## config.mk

```make
export PLATFORM = sky130hd
export DESIGN_NAME = serial_word_receiver_flat
export DESIGN_NICKNAME = d
export VERILOG_FILES = /design/src/rtl/serial_word_receiver_if.sv /design/src/rtl/serial_word_receiver.sv /design/src/flat_wrapper.sv
export SDC_FILE = /design/constraint.sdc
export NUM_CORES = 1
export LEC_CHECK = 0
export BUFFER_PORTS_ARGS = -buffer_cell sky130_fd_sc_hd__buf_2
export CAP_MARGIN = 15
export CORE_MARGIN = 4
export CORE_UTILIZATION = 46
export CTS_CLUSTER_SIZE = 28
export DETAILED_ROUTE_END_ITERATION = 16
export PLACE_DENSITY = 0.71
export SLEW_MARGIN = 20
export SYNTH_ARGS = -nofsm -noshare
export SYNTH_HDL_FRONTEND = slang
export SYNTH_SLANG_ARGS = --single-unit
```

## constraint.sdc

```tcl
create_clock -name clk -period 1.4 [get_ports clk]
set_clock_uncertainty 0.05 [all_clocks]
set_input_delay 0.07 -clock clk [delete_from_list [all_inputs] [get_ports clk]]
set_output_delay 0.07 -clock clk [all_outputs]
set_load 0.05 [all_outputs]
```

## src/rtl/serial_word_receiver_if.sv

```systemverilog
// Bus between a bit-serial producer (master) and serial_word_receiver (slave).
// The parity signal exists only when SERIAL_RX_PARITY_EN is defined.
interface serial_word_receiver_if #(
    parameter int WIDTH = 4
);
    logic             start;
    logic             abort;
    logic             sin;
    logic             sin_cout;
    logic             sin_valid;
    logic [WIDTH-1:0] dout;
    logic             cout_out;
    logic             done;
    logic             busy;
`ifdef SERIAL_RX_PARITY_EN
    logic             parity;
`endif

    modport master (
        output start, abort, sin, sin_cout, sin_valid,
        input  dout, cout_out, done, busy
`ifdef SERIAL_RX_PARITY_EN
        , input parity
`endif
    );

    modport slave (
        input  start, abort, sin, sin_cout, sin_valid,
        output dout, cout_out, done, busy
`ifdef SERIAL_RX_PARITY_EN
        , output parity
`endif
    );
endinterface

```

## src/rtl/serial_word_receiver.sv

```systemverilog
// Deserializes an LSB-first bit stream (plus carry) into a WIDTH-bit word; optional parity via SERIAL_RX_PARITY_EN.
// Latency: done/dout valid the cycle after the edge accepting the WIDTH-th bit.
// Backpressure: none upstream; sin_valid=0 stalls the shift indefinitely, abort drops the frame.
module serial_word_receiver #(
    parameter int WIDTH = 4,
    parameter int CNT_W = 4
) (
    input  logic                  clk,
    input  logic                  reset,
    serial_word_receiver_if.slave bus
);

    typedef enum logic [1:0] {
        IDLE  = 2'd0,
        SHIFT = 2'd1,
        DONE  = 2'd2
    } state_t;

    state_t           state;
    // Only WIDTH-1 bits need storing: the final bit goes straight from sin into dout.
    logic [WIDTH-2:0] shreg;
    logic [CNT_W-1:0] count;
    logic [WIDTH-1:0] dout_q;
    logic             cout_q;
    logic             done_q;
    logic             busy_q;
    logic [WIDTH-1:0] word_next;
    logic             last_bit;

    assign word_next = {bus.sin, shreg};
    assign last_bit  = (count == CNT_W'(WIDTH - 1));

    assign bus.dout     = dout_q;
    assign bus.cout_out = cout_q;
    assign bus.done     = done_q;
    assign bus.busy     = busy_q;

`ifdef SERIAL_RX_PARITY_EN
    logic parity_q;
    assign bus.parity = parity_q;

    always_ff @(posedge clk) begin
        if (reset) begin
            parity_q <= 1'b0;
        end else if (!bus.abort && state == SHIFT && bus.sin_valid && last_bit) begin
            parity_q <= ^{word_next, bus.sin_cout};
        end
    end
`endif

    always_ff @(posedge clk) begin
        if (reset) begin
            state  <= IDLE;
            shreg  <= '0;
            count  <= '0;
            dout_q <= '0;
            cout_q <= 1'b0;
            done_q <= 1'b0;
            busy_q <= 1'b0;
        end else if (bus.abort) begin
            state  <= IDLE;
            shreg  <= '0;
            count  <= '0;
            done_q <= 1'b0;
            busy_q <= 1'b0;
        end else begin
            case (state)
                IDLE: begin
                    done_q <= 1'b0;
                    if (bus.start) begin
                        shreg  <= '0;
                        count  <= '0;
                        busy_q <= 1'b1;
                        state  <= SHIFT;
                    end
                end
                SHIFT: begin
                    if (bus.sin_valid) begin
                        shreg <= word_next[WIDTH-1:1];
                        if (last_bit) begin
                            count  <= '0;
                            dout_q <= word_next;
                            cout_q <= bus.sin_cout;
                            busy_q <= 1'b0;
                            done_q <= 1'b1;
                            state  <= DONE;
                        end else begin
                            count <= count + CNT_W'(1);
                        end
                    end
                end
                DONE: begin
                    done_q <= 1'b0;
                    if (bus.start) begin
                        shreg  <= '0;
                        count  <= '0;
                        busy_q <= 1'b1;
                        state  <= SHIFT;
                    end else begin
                        state <= IDLE;
                    end
                end
                default: begin
                    state  <= IDLE;
                    done_q <= 1'b0;
                    busy_q <= 1'b0;
                end
            endcase
        end
    end

endmodule

```

## src/flat_wrapper.sv

```systemverilog
// flat-port wrapper written by rule: the top's interface ports become plain ports
module serial_word_receiver_flat 
#(
    parameter int WIDTH = 4,
    parameter int CNT_W = 4
)
  (clk, reset, bus_start, bus_abort, bus_sin, bus_sin_cout, bus_sin_valid, bus_dout, bus_cout_out, bus_done, bus_busy);
  serial_word_receiver_if #(.WIDTH(WIDTH)) bus_i ();
  input  logic clk;
  input  logic reset;
  input wire logic [$bits(bus_i.start)-1:0] bus_start;
  input wire logic [$bits(bus_i.abort)-1:0] bus_abort;
  input wire logic [$bits(bus_i.sin)-1:0] bus_sin;
  input wire logic [$bits(bus_i.sin_cout)-1:0] bus_sin_cout;
  input wire logic [$bits(bus_i.sin_valid)-1:0] bus_sin_valid;
  output wire logic [$bits(bus_i.dout)-1:0] bus_dout;
  output wire logic [$bits(bus_i.cout_out)-1:0] bus_cout_out;
  output wire logic [$bits(bus_i.done)-1:0] bus_done;
  output wire logic [$bits(bus_i.busy)-1:0] bus_busy;
  assign bus_i.start = bus_start;
  assign bus_i.abort = bus_abort;
  assign bus_i.sin = bus_sin;
  assign bus_i.sin_cout = bus_sin_cout;
  assign bus_i.sin_valid = bus_sin_valid;
  assign bus_dout = bus_i.dout;
  assign bus_cout_out = bus_i.cout_out;
  assign bus_done = bus_i.done;
  assign bus_busy = bus_i.busy;
  serial_word_receiver #(.WIDTH(WIDTH), .CNT_W(CNT_W)) u_core (.clk(clk), .reset(reset), .bus(bus_i));
endmodule
```

==> flow_summary_export.csv, run 1 <==
group,metric,value,unit
floorplanning,rows,14,
floorplanning,start_util,48.4,%
setup_path,cp.required,1560,ps
placement,post-dp-hpwl,1070,µm
yosys,yosys.area.top_type,"dfxtp_1",
layout,fin_nets,108,
global_route,gr-usage-all-layers,14.5,%
power,ir_drop,0.513,mV
min_path,hold_depth,3,
yosys,ys_seq_elements,16,
cts,cts_tree,"yes",
setup_path,path_class,"reg -> reg",
drt,first_iter_violations,10,
flow_run,max_cap_viol_count,0,
cts,cts.sink_count,16,
yosys,synth_area,729,µm²
floorplanning,die-area,2290,µm²
layout,fill_cells,140,
floorplanning,die_y,47.8,µm
setup_path,startpoint_type,"flop",
cts,cts_buffers,3,
power,leakagePower,0.000369,µW
drt,dr.pass1.iters,4,
yosys,synth_top_area_share,43.9,%
setup_path,r2r_cells,5,
sta,min_period,1390,ps
global_route,grt_max_degree,12,
placement,place_congestion,0.777,
sta,fmax,717,MHz
global_route,grt_pass1_wl,2290,µm
setup_path,crit_path_end_kind,"flop",
layout,final_cell_mix,"dfxtp_1 (14), buf_2 (13), nand2b_1 (11), buf_4 (8), nand2_1 (7)",
cts,clk_pin_slew,90,ps
sta,final_hold_viol_count,0,
sta,tightest_slew,294,ps
floorplanning,io_pins,14,
drt,viasPerCell,5.51,
floorplanning,coreArea,1510,µm²
setup_path,worst_path_max_delay_cell,"or3_1",
yosys,synth.net_count,84,
layout,mostFrequentLayoutCell,"dfxtp_1",
yosys,synth-simple-area-share,30.5,%
setup_path,reg2reg_from,"u_core.count[1]$_SDFFE_PP0P_",
setup_path,cp_top_family,"simple AND/OR/NAND/NOR gates",
setup_path,slowest_delay,360,ps
min_path,hold_path_class,"in -> reg",
drt,vias,628,
sta,slew_viol_final,0,
yosys,synth.avg_cell_area,9.60,µm²
global_route,antenna_found_initial,0,
yosys,synthAdderAreaFrac,1.72,%
sta,min_period_over_period,99.6,%
sta,slew_headroom,80.4,%
yosys,yosys_warnings,0,
yosys,synth_top_family_by_area,"simple AND/OR/NAND/NOR gates",
sta,whs,104,ps
placement,numPortBuffers,13,
setup_path,worstSetupStartpoint,"u_core.count[1]$_SDFFE_PP0P_",
drt,ant_nets,0,
global_route,gr-total-overflow,0,
layout,n_antenna_cell,0,
yosys,synth_area_leaders,"dfxtp_1 (44%), nand2b_1 (9.4%), mux2i_1 (6.9%)",
cts,h-tree-depth,1,
setup_path,reg2reg_to,"u_core.count[0]$_SDFFE_PP0P_",
min_path,holdCritStartpoint,"bus_sin_valid",
cts,root_buffer,"clkbuf_4",
global_route,grt_pass1_vias,549,
min_path,worst_hold_path.endpoint,"u_core.bus.done$_SDFFE_PP0P_",
setup_path,crit_fanout,5,
layout,syn2layout_area_growth,26.1,%
layout,final_layout_size_suffix_gt1_share,35.7,%
sta,tns,0,ps
yosys,syn-instance-count,76,
yosys,muxShareOfSynthArea,6.86,%
yosys,yosys.area_share.xor_xnor,0,%
run_status,outcome,"finished, final reports clean",
sta,rsz0062_at_grt,"true",
cts,cts_buffer_depth,2,
setup_path,crit_chain,"ha_4 > nor3b_4 > buf_4 > or3_1 > a21oi_2",
power,power_density,823,nW/µm²
drt,drc,0,
cts,worstSkewPairLatency,280,ps
setup_path,cp.buffers_inverters,1,
floorplanning,fp.dieW,47.8,µm
yosys,synth-compound-area-share,12.7,%
setup_path,arrival,1560,ps
drt,drt-wirelength-per-cell,12.2,µm
sta,setup_violations,0,
setup_path,ff2ff_setup_slack,5,ps
yosys,ys_seq_area_share,43.9,%
drt,routed_wl,1390,µm
yosys,synth.distinct_cells,25,
[worst max path at each step]
| stage | cells after the start | to |
|---|---|---|
| final | 5 | u_core.count[0]$_SDFFE_PP0P_ |
| after detailed placement | 5 | u_core.count[0]$_SDFFE_PP0P_ |
| after floorplan | 4 | u_core.bus.cout_out$_SDFFE_PP0P_ |
| after global placement | 5 | u_core.count[0]$_SDFFE_PP0P_ |
| after CTS | 5 | u_core.count[0]$_SDFFE_PP0P_ |
| after global routing | 5 | u_core.bus.dout[0]$_SDFFE_PP0P_ |
[what timing repair did]
action / 4_1_cts / 5_1_grt
hold endpoints to repair: 2 / 0
pin swaps: 1 / 0
hold buffers: 2 / 0
resized for setup: 0 / 2
setup buffers: 0 / 0
setup endpoints to repair: 1 / 7
[synth_stat cells, drive strengths merged]
cell and instances:
a211o 1, a21o 1, a21oi 8, a221oi 1
a311oi 1, a41oi 1, and3b 1, buf 2
clkbuf 2, dfxtp 16, ha 1, inv 3
mux2i 5, nand2 7, nand2b 11, nand3 6
nand3b 1, nand4b 1, nor2 1, nor3b 2
nor4 1, o211ai 1, or2 1, or3 1
[cell families (layout without fill, tap and decap cells)]
| family | after synthesis | after routing |
|---|---|---|
| adder cells (fa/ha/maj) | 1 | 1 |
| multiplexers | 5 | 5 |
| flip-flops | 16 | 16 |
| AND/OR/NAND/NOR | 33 | 33 |
| buffers and inverters | 7 | 29 |
| AO/OA/AOI/OAI | 14 | 14 |
[worst reg2reg max path: stages (launching register included)]
cell and delay, ps:
dfxtp_2 340, ha_4 160, nor3b_4 140, buf_4 150
or3_1 360, a21oi_2 120
[through the flow]
stage | instances | total power, µW | util, % | setup WS, ps | area (µm²)
6_report | 114 | 757 | 61.0 | 5.30 | 920
3_5_place_dp | 109 | 531 | 57.7 | 1.65 | 870
2_1_floorplan | 76 | 508 | - | 0.684 | 744
4_1_cts | 114 | 767 | 60.5 | -4.42 | 912
3_3_place_gp | 109 | 531 | 57.7 | 48.9 | 870
5_1_grt | 114 | 800 | 61.0 | -66.3 | 920
[area by class of cell]
type                       instances  area [µm²]  share of cell area [%]
clock buffer                       3        22.5                    2.45
timing repair buffer              23         145                    15.8
inverter                           3        11.3                    1.22
multi-input combinational         53         398                    43.3
sequential                        16         323                    35.1
tap                               16        20.0                    2.18
[power breakdown]
part           switching, µW  internal, µW  total [µW]  leakage, µW
Combinational           36.2          28.4        64.7     0.000225
Sequential              3.39           458         462     0.000130
Clock                    131          99.7         231    0.0000138
[routing by layer]
| layer | global-route usage [%] | part of all wire [%] |
|---|---|---|
| met1 | 16.5 | 46 |
| met2 | 24.8 | 48 |
| met3 | 3.38 | 4.1 |
| met4 | 8.06 | 1.8 |
| met5 | 0 | 0 |
[flip-flops by register name, summed over array words and instances (netlist names)]
name / cells
u_core.bus.dout: 4
u_core.count: 4
u_core.shreg: 3
u_core.state: 2
u_core.bus.busy: 1
u_core.bus.cout_out: 1
u_core.bus.done: 1
Note: power is estimated with default switching activity, not from simulation.
==> run 2: changes to the inputs <==
--- a/config.mk
+++ b/config.mk
@@ -7,11 +7,13 @@
 export LEC_CHECK = 0
 export BUFFER_PORTS_ARGS = -buffer_cell sky130_fd_sc_hd__buf_2
 export CAP_MARGIN = 15
+export CELL_PAD_IN_SITES_DETAIL_PLACEMENT = 0
+export CELL_PAD_IN_SITES_GLOBAL_PLACEMENT = 2
 export CORE_MARGIN = 4
-export CORE_UTILIZATION = 46
+export CORE_UTILIZATION = 28
 export CTS_CLUSTER_SIZE = 28
 export DETAILED_ROUTE_END_ITERATION = 16
-export PLACE_DENSITY = 0.71
+export PLACE_DENSITY_LB_ADDON = 0.1
 export SLEW_MARGIN = 20
 export SYNTH_ARGS = -nofsm -noshare
 export SYNTH_HDL_FRONTEND = slang
==> run 2 against run 1 <==
Die area grew 52%. Sequential power about the same. Routed wire length increased by 17%. Highest routed layer unchanged. Clock power grew 7%. Critical path type unchanged. Core utilization shrank 23 points. Flip-flop and latch count unchanged. First-iteration DRC count is 10% lower. Global-route usage is 4.1 points lower. Critical path depth unchanged. Via count is 3.3% lower. Clock-buffer cell count stayed put.
==> flow_summary_export.csv, run 2 (synthesized netlist as in run 1, its figures left out) <==
group,metric,value,unit
placement,placed_cells,122,
min_path,holdCritStartpoint,"bus_sin_valid",
floorplanning,rows,18,
sta,rsz0062_at_grt,"true",
layout,mostFrequentLayoutCell,"dfxtp_1",
drt,ant_nets,0,
drt,dr.pass1.iters,4,
power,power_density,818,nW/µm²
cts,root_buffer,"clkbuf_4",
cts,h-tree-depth,1,
setup_path,slowest_delay,360,ps
sta,min_period_over_period,98.3,%
global_route,grt_pass1_wl,2650,µm
sta,slew_viol_final,0,
drt,first_iter_violations,9,
setup_path,startpoint_type,"flop",
layout,n_antenna_cell,0,
sta,tightest_slew,253,ps
power,leakagePower,0.000377,µW
min_path,hold_depth,3,
global_route,gr-total-overflow,0,
sta,fin_ws,23.4,ps
floorplanning,start_util,29.4,%
sta,fmax,726,MHz
setup_path,cp.required,1580,ps
setup_path,arrival,1550,ps
floorplanning,io_pins,14,
drt,routed_wl,1620,µm
setup_path,reg2reg_from,"u_core.count[1]$_SDFFE_PP0P_",
global_route,antenna_found_initial,0,
cts,cts_buffers,3,
min_path,worst_hold_path.endpoint,"u_core.bus.done$_SDFFE_PP0P_",
setup_path,worst_path_max_delay_cell,"dfxtp_4",
cts,worstSkewPairLatency,290,ps
sta,final_hold_viol_count,0,
setup_path,path_class,"reg -> reg",
floorplanning,die_y,59.0,µm
power,ir_drop,0.411,mV
setup_path,crit_chain,"ha_4 > nor3b_4 > buf_4 > a211o_2 > a21oi_1",
drt,viasPerCell,4.71,
min_path,hold_path_class,"in -> reg",
floorplanning,fp.dieW,59.0,µm
placement,post-place-ws,7.94,ps
sta,min_period,1380,ps
cts,cts.sink_count,16,
drt,drt-wirelength-per-cell,12.6,µm
placement,numPortBuffers,13,
setup_path,r2r_cells,5,
drt,vias,607,
sta,setup_violations,0,
global_route,gr-usage-all-layers,10.5,%
layout,final_layout_size_suffix_gt1_share,35.4,%
placement,place_congestion,0.715,
drt,drc,0,
layout,utilization,38.3,%
run_status,outcome,"finished, final reports clean",
flow_run,max_cap_viol_count,0,
floorplanning,die-area,3490,µm²
sta,tns,0,ps
placement,place_area,880,µm²
cts,clk_pin_slew,90,ps
layout,final_cell_mix,"dfxtp_1 (14), buf_2 (13), nand2b_1 (11), a21oi_1 (8), buf_4 (8)",
layout,fin_area,950,µm²
layout,syn2layout_area_growth,30.2,%
setup_path,cp_top_family,"compound AO/OA/AOI/OAI gates",
setup_path,crit_path_end_kind,"flop",
setup_path,ff2ff_setup_slack,20,ps
global_route,grt_pass1_vias,559,
setup_path,cp.buffers_inverters,1,
global_route,grt_max_degree,12,
layout,fin_nets,109,
placement,post-dp-hpwl,1160,µm
setup_path,reg2reg_to,"u_core.state[0]$_SDFFE_PP0P_",
setup_path,crit_fanout,4,
sta,slew_headroom,83.2,%
cts,cts_tree,"yes",
layout,final_cell_count_no_fill,129,
cts,cts_buffer_depth,2,
floorplanning,coreArea,2480,µm²
## run 2: cell count changes in the layout (fill, tap and decap cells not counted), sizes merged
cell / before / now
buf: 21 / 22
## run 2: worst max path at each step
stage | startpoint | end | slack (ps) | cells after the start
after CTS | u_core.count[1]$_SDFFE_PP0P_ | u_core.state[0]$_SDFFE_PP0P_ | 1 | 5
after global routing | u_core.count[0]$_SDFFE_PP0P_ | u_core.bus.dout[1]$_SDFFE_PP0P_ | -60 | 5
after global placement | u_core.count[1]$_SDFFE_PP0P_ | u_core.state[0]$_SDFFE_PP0P_ | 50 | 5
after detailed placement | u_core.count[1]$_SDFFE_PP0P_ | u_core.bus.dout[0]$_SDFFE_PP0P_ | 8 | 5
after floorplan | u_core.count[1]$_SDFFE_PP0P_ | u_core.bus.cout_out$_SDFFE_PP0P_ | 0.7 | 4
final | u_core.count[1]$_SDFFE_PP0P_ | u_core.state[0]$_SDFFE_PP0P_ | 20 | 5
## run 2: report_power, final
part,switching [µW],leakage [µW],internal (µW),total [µW]
Clock,148,0.0000138,100,248
Sequential,3.90,0.000130,456,460
Combinational,37.0,0.000232,30.8,67.8
## run 2: worst min-delay path, delay by kind of cell
kind	cells	cell delay [ps]
AOI/OAI and AO/OA	1	130
buffers and inverters	1	140
and+or+nand+nor	1	50
## run 2: stage by stage
| stage | total power, µW | hold WS [ps] |
|---|---|---|
| after floorplan | 508 | 156 |
| after global placement | 537 | 280 |
| after detailed placement | 536 | 294 |
| after CTS | 797 | 80.4 |
| after global routing | 823 | 92.2 |
| final | 777 | 85.3 |
## run 2: cell type report
class                   instances  area [µm²]
clock buffers                   3        22.5
flip-flops and latches         16         325
fillers                       269        1530
multi-input cells              53         397
well taps                      30        37.5
inverters                       3        11.3
repair buffers                 24         156
## run 2: layer usage
layer	share of wire, %	vias to the layer above	global-route usage (%)	routed length, µm
li1	-	311	-	-
met1	45	270	12.4	726
met2	47	20	16.1	759
met3	5.9	6	2.83	96
met4	2.4	0	7.77	39
met5	0	-	0	0
## run 2: timing repair
item | CTS | global route
buffers inserted | 0 | 2
endpoints found under the hold margin | 3 | 0
pin swaps | 0 | 1
endpoints found under the setup margin | 4 | 7
hold buffers | 2 | 0
gates resized for setup | 2 | 1
